### src/rtl/pmem_pkg.sv
// Shared types for the physical-memory arbiter: FSM state encoding and line width default.
package pmem_pkg;

  localparam int LINE_WIDTH_DEF = 256;

  typedef enum logic [1:0] {
    ST_IDLE  = 2'd0,
    ST_BUSY  = 2'd1,
    ST_DONE  = 2'd2,
    ST_RETRY = 2'd3
  } state_t;

endpackage

### src/rtl/rr_arbiter.sv
// Combinational round-robin grant: first requester found searching upward from ptr, with wrap.
module rr_arbiter #(
  parameter int NUM_PORTS = 2
) (
  input  logic [NUM_PORTS-1:0]         req,
  input  logic [$clog2(NUM_PORTS)-1:0] ptr,
  output logic [NUM_PORTS-1:0]         grant,
  output logic [$clog2(NUM_PORTS)-1:0] grant_idx,
  output logic                         grant_any
);

  localparam int IDX_W = $clog2(NUM_PORTS);

  always_comb begin
    int j;
    logic [IDX_W-1:0] j_idx;
    grant     = '0;
    grant_idx = '0;
    grant_any = 1'b0;
    j         = 0;
    j_idx     = '0;
    for (int i = 0; i < NUM_PORTS; i++) begin
      j = int'(ptr) + i;
      if (j >= NUM_PORTS) j = j - NUM_PORTS;
      j_idx = IDX_W'(j);
      if (!grant_any && req[j_idx]) begin
        grant_any    = 1'b1;
        grant[j_idx] = 1'b1;
        grant_idx    = j_idx;
      end
    end
  end

endmodule

### src/rtl/pmem_arbiter.sv
// Round-robin arbiter sharing one physical memory port among NUM_PORTS cache ports.
// Define ARB_ERR_RETRY_EN to reissue an operation after pm_error (up to MAX_RETRY times).
//
// state | meaning
// IDLE  | sample requests, grant one port and latch its operation
// BUSY  | drive latched op to pmem until pmem_resp
// RETRY | one idle pmem cycle before reissuing after an error
// DONE  | pulse port_resp (and port_error) of the granted port
module pmem_arbiter #(
  parameter int NUM_PORTS  = 2,
  parameter int LINE_WIDTH = pmem_pkg::LINE_WIDTH_DEF,
  parameter int MAX_RETRY  = 3
) (
  input  logic                                 clk,
  input  logic                                 rst,
  input  logic [NUM_PORTS-1:0]                 port_read,
  input  logic [NUM_PORTS-1:0]                 port_write,
  input  logic [NUM_PORTS-1:0][31:0]           port_address,
  input  logic [NUM_PORTS-1:0][LINE_WIDTH-1:0] port_wdata,
  output logic [LINE_WIDTH-1:0]                port_rdata,
  output logic [NUM_PORTS-1:0]                 port_resp,
  output logic [NUM_PORTS-1:0]                 port_error,
  output logic                                 pmem_read,
  output logic                                 pmem_write,
  output logic [31:0]                          pmem_address,
  output logic [LINE_WIDTH-1:0]                pmem_wdata,
  input  logic                                 pmem_resp,
  input  logic                                 pm_error,
  input  logic [LINE_WIDTH-1:0]                pmem_rdata
);

  import pmem_pkg::*;

  localparam int IDX_W = $clog2(NUM_PORTS);
  localparam int CNT_W = $clog2(MAX_RETRY + 2);
`ifdef ARB_ERR_RETRY_EN
  localparam bit RETRY_EN = 1'b1;
`else
  localparam bit RETRY_EN = 1'b0;
`endif
  localparam int RETRY_LIMIT = RETRY_EN ? MAX_RETRY : 0;

  state_t               state, state_nxt;
  logic [IDX_W-1:0]     ptr, gnt_idx;
  logic [NUM_PORTS-1:0] req, gnt_oh, lat_oh;
  logic                 gnt_any;
  logic                 lat_write, lat_err;
  logic [31:0]          lat_addr;
  logic [LINE_WIDTH-1:0] lat_wdata;
  logic [CNT_W-1:0]     retry_cnt;
  logic                 retry_now;

  assign req = port_read | port_write;

  rr_arbiter #(.NUM_PORTS(NUM_PORTS)) u_rr (
    .req       (req),
    .ptr       (ptr),
    .grant     (gnt_oh),
    .grant_idx (gnt_idx),
    .grant_any (gnt_any)
  );

  assign retry_now = pm_error && (int'(retry_cnt) < RETRY_LIMIT);

  always_ff @(posedge clk or posedge rst) begin
    if (rst) state <= ST_IDLE;
    else     state <= state_nxt;
  end

  always_comb begin
    state_nxt = state;
    case (state)
      ST_IDLE:  if (gnt_any) state_nxt = ST_BUSY;
      ST_BUSY:  if (pmem_resp) state_nxt = retry_now ? ST_RETRY : ST_DONE;
      ST_RETRY: state_nxt = ST_BUSY;
      ST_DONE:  state_nxt = ST_IDLE;
      default:  state_nxt = ST_IDLE;
    endcase
  end

  always_ff @(posedge clk or posedge rst) begin
    if (rst) begin
      ptr        <= '0;
      lat_oh     <= '0;
      lat_write  <= 1'b0;
      lat_err    <= 1'b0;
      lat_addr   <= '0;
      lat_wdata  <= '0;
      retry_cnt  <= '0;
      port_rdata <= '0;
    end else begin
      if (state == ST_IDLE && gnt_any) begin
        lat_oh    <= gnt_oh;
        lat_write <= port_write[gnt_idx];
        lat_addr  <= port_address[gnt_idx];
        lat_wdata <= port_wdata[gnt_idx];
        lat_err   <= 1'b0;
        retry_cnt <= '0;
        ptr       <= (gnt_idx == IDX_W'(NUM_PORTS - 1)) ? '0 : gnt_idx + 1'b1;
      end
      // Read data is kept only from the final attempt of a transaction.
      if (state == ST_BUSY && pmem_resp) begin
        if (retry_now) begin
          retry_cnt <= retry_cnt + 1'b1;
        end else begin
          lat_err <= pm_error;
          if (!lat_write) port_rdata <= pmem_rdata;
        end
      end
    end
  end

  assign pmem_read    = (state == ST_BUSY) && !lat_write;
  assign pmem_write   = (state == ST_BUSY) && lat_write;
  assign pmem_address = lat_addr;
  assign pmem_wdata   = lat_wdata;
  assign port_resp    = (state == ST_DONE) ? lat_oh : '0;
  assign port_error   = port_resp & {NUM_PORTS{lat_err}};

endmodule

### config.mk
export PLATFORM = sky130hd
export DESIGN_NAME = pmem_arbiter
export DESIGN_NICKNAME = d
export VERILOG_FILES = /design/src/rtl/pmem_pkg.sv /design/src/rtl/rr_arbiter.sv /design/src/rtl/pmem_arbiter.sv
export SDC_FILE = /design/constraint.sdc
export NUM_CORES = 1
export LEC_CHECK = 0
export BUFFER_PORTS_ARGS = -buffer_cell sky130_fd_sc_hd__buf_4
export CORE_AREA = 2 2 544 546
export DETAILED_ROUTE_END_ITERATION = 8
export DIE_AREA = 0 0 546 548
export GPL_ROUTABILITY_DRIVEN = 0
export SLEW_MARGIN = 30
export SYNTH_ARGS = -nofsm -noshare
export SYNTH_HDL_FRONTEND = slang
export SYNTH_HIERARCHICAL = 1
export SYNTH_SLANG_ARGS = --single-unit
### constraint.sdc
create_clock -name clk -period 27.5 [get_ports clk]
set_clock_uncertainty 0.1 [all_clocks]
set_input_delay 8.25 -clock clk [delete_from_list [all_inputs] [get_ports clk]]
set_output_delay 8.25 -clock clk [all_outputs]
set_load 0.03 [all_outputs]
==> flow_results.org <==
** Run status
- The flow ran to the end, and the final reports show no timing, DRC or antenna violations.

** Routing
- The final layout contains routed wiring with a total length of 182000 µm.
- Final routed wire length divided by cell count :: around 25 µm
- Dividing the detail-routed via count by the number of cells gives about 2.9.
- First-pass iteration count of the detailed router :: 5
- Once detail routing completed, the nets flagged for antenna violations numbered 0.
- For this block, the via count after detailed routing is 21011.
- The detailed router finished its first iteration with 1419 violations.
- DRC viols :: 0

** Final layout
- The finished cells cover 40400 µm².
- For this run, the share of the core covered by cells in the final layout is 13.8%.
- Filler cell count in the final layout :: 33043
- Summing all flip-flop and latch instances after layout gives 13800 µm².
- Leading cell type in the layout, fill and taps excluded :: buf_4
- The multi-input combinational cells in the finished layout cover a total of approximately 8600 µm².
- Excluding fillers, the count of instances in the completed layout stands at slightly above 7000.
- The net count of the finished layout is a little over 4000.
- Commonest cells after routing, fill and taps aside :: 1410 x buf_4, 551 x dfrtp_1, 296 x nand2_1
- Area growth from synthesis to final layout :: 74.9%
- Fraction of layout cells with a size suffix above 1 :: ~48%

** Floorplan
- Horiz. Die Dim :: approximately 550 µm
- Overall die height :: 548 µm
- FP Rows :: just under 200
- Starting density of the core :: under 10%
- # IOs :: 1390
- Core area :: 293000 µm²
- Die area :: about 300000 µm²

** Timing
- For the final routed database, the setup TNS stands at 0 ps.
- Setup violations remaining at the end of the flow were counted as 0.
- After layout, the minimum clock period comes to ~12000 ps.
- Final max-slew violation count :: 0
- The worst pin sits at a relative slew slack of 36.5%.
- For the pin with the worst max-slew slack, the measured transition is 952 ps.
- The total count of hold-check failures in the final report is 0.
- Across all setup checks in the final design, the least slack found is 15210 ps.
- Setup repair after global routing left no endpoint under its margin.
- Final period util :: 44.7%
- Fmax achieved :: 81.4 MHz

** Synthesis
- Number of warning messages in the yosys log :: 6
- For this run, the register share of the synthesized area comes to 59.6%.
- Top area cells in the synthesized netlist :: dfrtp_1 60%, mux2i_1 13%, mux2_1 12%
- Summed over all instances, the cell type with the most area after synthesis is dfrtp_1.
- In this run, synthesis produced a sequential element count of 551.
- Counting every net in the synthesized netlist gives about 2700.
- Top cell type's share of synthesized area :: 59.6%
- Synthesis produced 1836 cells.
- Each instance of the synthesized netlist takes up on average 12.6 µm².
- After synthesis the cells add up to 23100 µm².
- Count of unique library cells instantiated by Yosys :: 24

** GRT
- Global-route usage over all layers :: a little under an eighth
- Pin count of the biggest net entering global routing :: 135
- GR Overflow Total :: 0
- The first global-routing pass estimated 227000 µm of wire.
- Antenna violations before repair :: 182
- The number of global-route vias before repair is 21126.

** Clock tree
- Clock insertion delay at the later pin of the skew report :: between 700 and 800 ps
- Post-CTS repair changed the size of 0 cells.
- The clock passes through at most 4 buffers.
- Buffers added to address setup during post-CTS repair amount to 0.
- TritonCTS created 73 clock buffers.
- The H-tree was split into 3 levels.
- CTS tree :: yes
- Clock-pin slew was measured on the worst setup and hold paths at 60 ps.
- # clock sinks :: 551
- Clk Tree Root Cell :: clkbuf_16
- Buffers inserted to repair hold after CTS numbered 0.

** Min path
- Path category of the worst min-delay check :: reg2reg

** Power
- Sw Pwr :: 0.00253 W
- Internal power of the cells :: around 0.0027 W
- Clk pwr share :: 18.8%
- Dividing total power by cell area gives a power density of around 130 nW/µm².
- Of the total power, the share spent switching nets is between 40% and 50%.
- For this design the static power due to leakage is around 19 nW.
- Per report_power, the sequential group accounts for 28.5% of the total.
- Comb pwr share :: ~53%
- Maximum ir drop on the vdd rail :: 0.0000823 V

** Placement
- Count of placed standard cells including taps :: 7045
- After detailed placement, the total cell area comes to 37900 µm².
- Pre-CTS setup slack :: roughly 14000 ps
- Hpwl dp :: 161000 µm
- Port bufs :: 1389

** Setup path
- The setup path with the least slack is of type in2reg.
- The largest individual stage delay along the critical path comes from the cell buf_4.
- STA classifies the critical path endpoint as a flop.
- Required time at the endpoint of the critical path :: about 28000 ps
- Largest driver fanout on the critical path :: 121
- Traced cell by cell, the critical path runs through buf_4, or2_2, or2_1, nand2_4, buf_4, buf_4, buf_4, buf_6, o21ai_0.
- Data on the critical path arrives at its endpoint at about 13000 ps.
- Among the stages of the critical path, the cell type that occurs most often is buf_4.
- STA classifies the critical path startpoint as an input port.
- On the worst path, the slowest cell contributes a delay of 780 ps.

** Job
- Maxcap violations :: 0
-- sequential cells by signal (all words and copies together), names as in the netlist --
signal,cells
pmem_address,32
pmem_wdata,256
lat_oh,2
lat_write,1
state,2
lat_err,1
ptr,1
port_rdata,256
-- kinds of logic after synthesis --
kind of cell    share of synthesized area [%]
flops                                    59.6
simple gates                             5.17
mux                                      25.1
compound gates                           6.47
buf+inv                                  3.46
fa+ha+maj                               0.216
-- synthesized netlist by cell type --
| library cell | count |
|---|---|
| ha_1 | 4 |
| or2_1 | 1 |
| a32o_1 | 1 |
| a21oi_1 | 1 |
| mux2i_1 | 290 |
| mux2_1 | 240 |
| clkbuf_4 | 1 |
| and3_1 | 2 |
| nand3b_4 | 1 |
| buf_6 | 27 |
| o22ai_1 | 1 |
| or2_2 | 2 |
| and2_1 | 4 |
| nor2_1 | 1 |
| o21ai_0 | 191 |
| o21ai_1 | 99 |
| inv_1 | 6 |
| dfrtp_1 | 551 |
| nand2_1 | 297 |
| buf_2 | 54 |
| a21boi_1 | 3 |
| clkbuf_1 | 32 |
| mux2_2 | 17 |
| buf_4 | 10 |
-- final timing paths --
kind / startpoint / end / depth (start not counted) / slack (ps)
setup / recovery: port_write[0] / pmem_wdata[148]$_DFFE_PP0P_ / 9 / 15210
hold / removal: pmem_wdata[64]$_DFFE_PP0P_ / pmem_wdata[64]$_DFFE_PP0P_ / 2 / 380
setup reg to reg: ptr$_DFFE_PP0P_ / pmem_wdata[169]$_DFFE_PP0P_ / 9 / 22780
hold reg to reg: pmem_wdata[64]$_DFFE_PP0P_ / pmem_wdata[64]$_DFFE_PP0P_ / 2 / 380
max in group asynchronous: rst / pmem_address[22]$_DFFE_PP0P_ / 5 / 16960
min in group asynchronous: rst / port_rdata[185]$_DFFE_PP0P_ / 2 / 7500
-- cell type report --
type / count / area share (%)
Sequential cell: 551 / 34.1
Inverter: 6 / 0.0743
Antenna cell: 52 / 0.322
Tap cell: 3919 / 12.1
Clock buffer: 100 / 5.09
Multi-Input combinational cell: 1155 / 21.2
Timing Repair Buffer: 1414 / 26.3
Clock inverter: 27 / 0.829
-- worst max-delay path, delay by kind of cell --
family          cells  cell delay [ps]
simple gates        3             1240
buf+inv             5             2750
compound gates      1              240
-- per-stage QoR --
stage	power, W	hold slack, ps
2_1_floorplan	0.00294	351
3_3_place_gp	0.00427	367
3_5_place_dp	0.00432	374
4_1_cts	0.00535	386
5_1_grt	0.00553	402
6_report	0.00525	380
-- power groups by stage --
stage	Combinational [W]	Sequential, W	Clock (W)
after global routing	0.00293	0.00154	0.00106
after detailed placement	0.00282	0.00150	0
after global placement	0.00279	0.00148	0
after CTS	0.00282	0.00149	0.00104
after floorplan	0.000718	0.00222	0
final	0.00277	0.00150	0.000989
-- per-layer routing --
metal	global-route usage (%)	vias up	part of all wire (%)
li1	-	9170	-
met1	13.2	9952	38
met2	16.7	1314	41
met3	8.11	429	16
met4	5.33	146	5.2
met5	0	-	0.54
No activity file was read; power rests on OpenSTA's default activity.
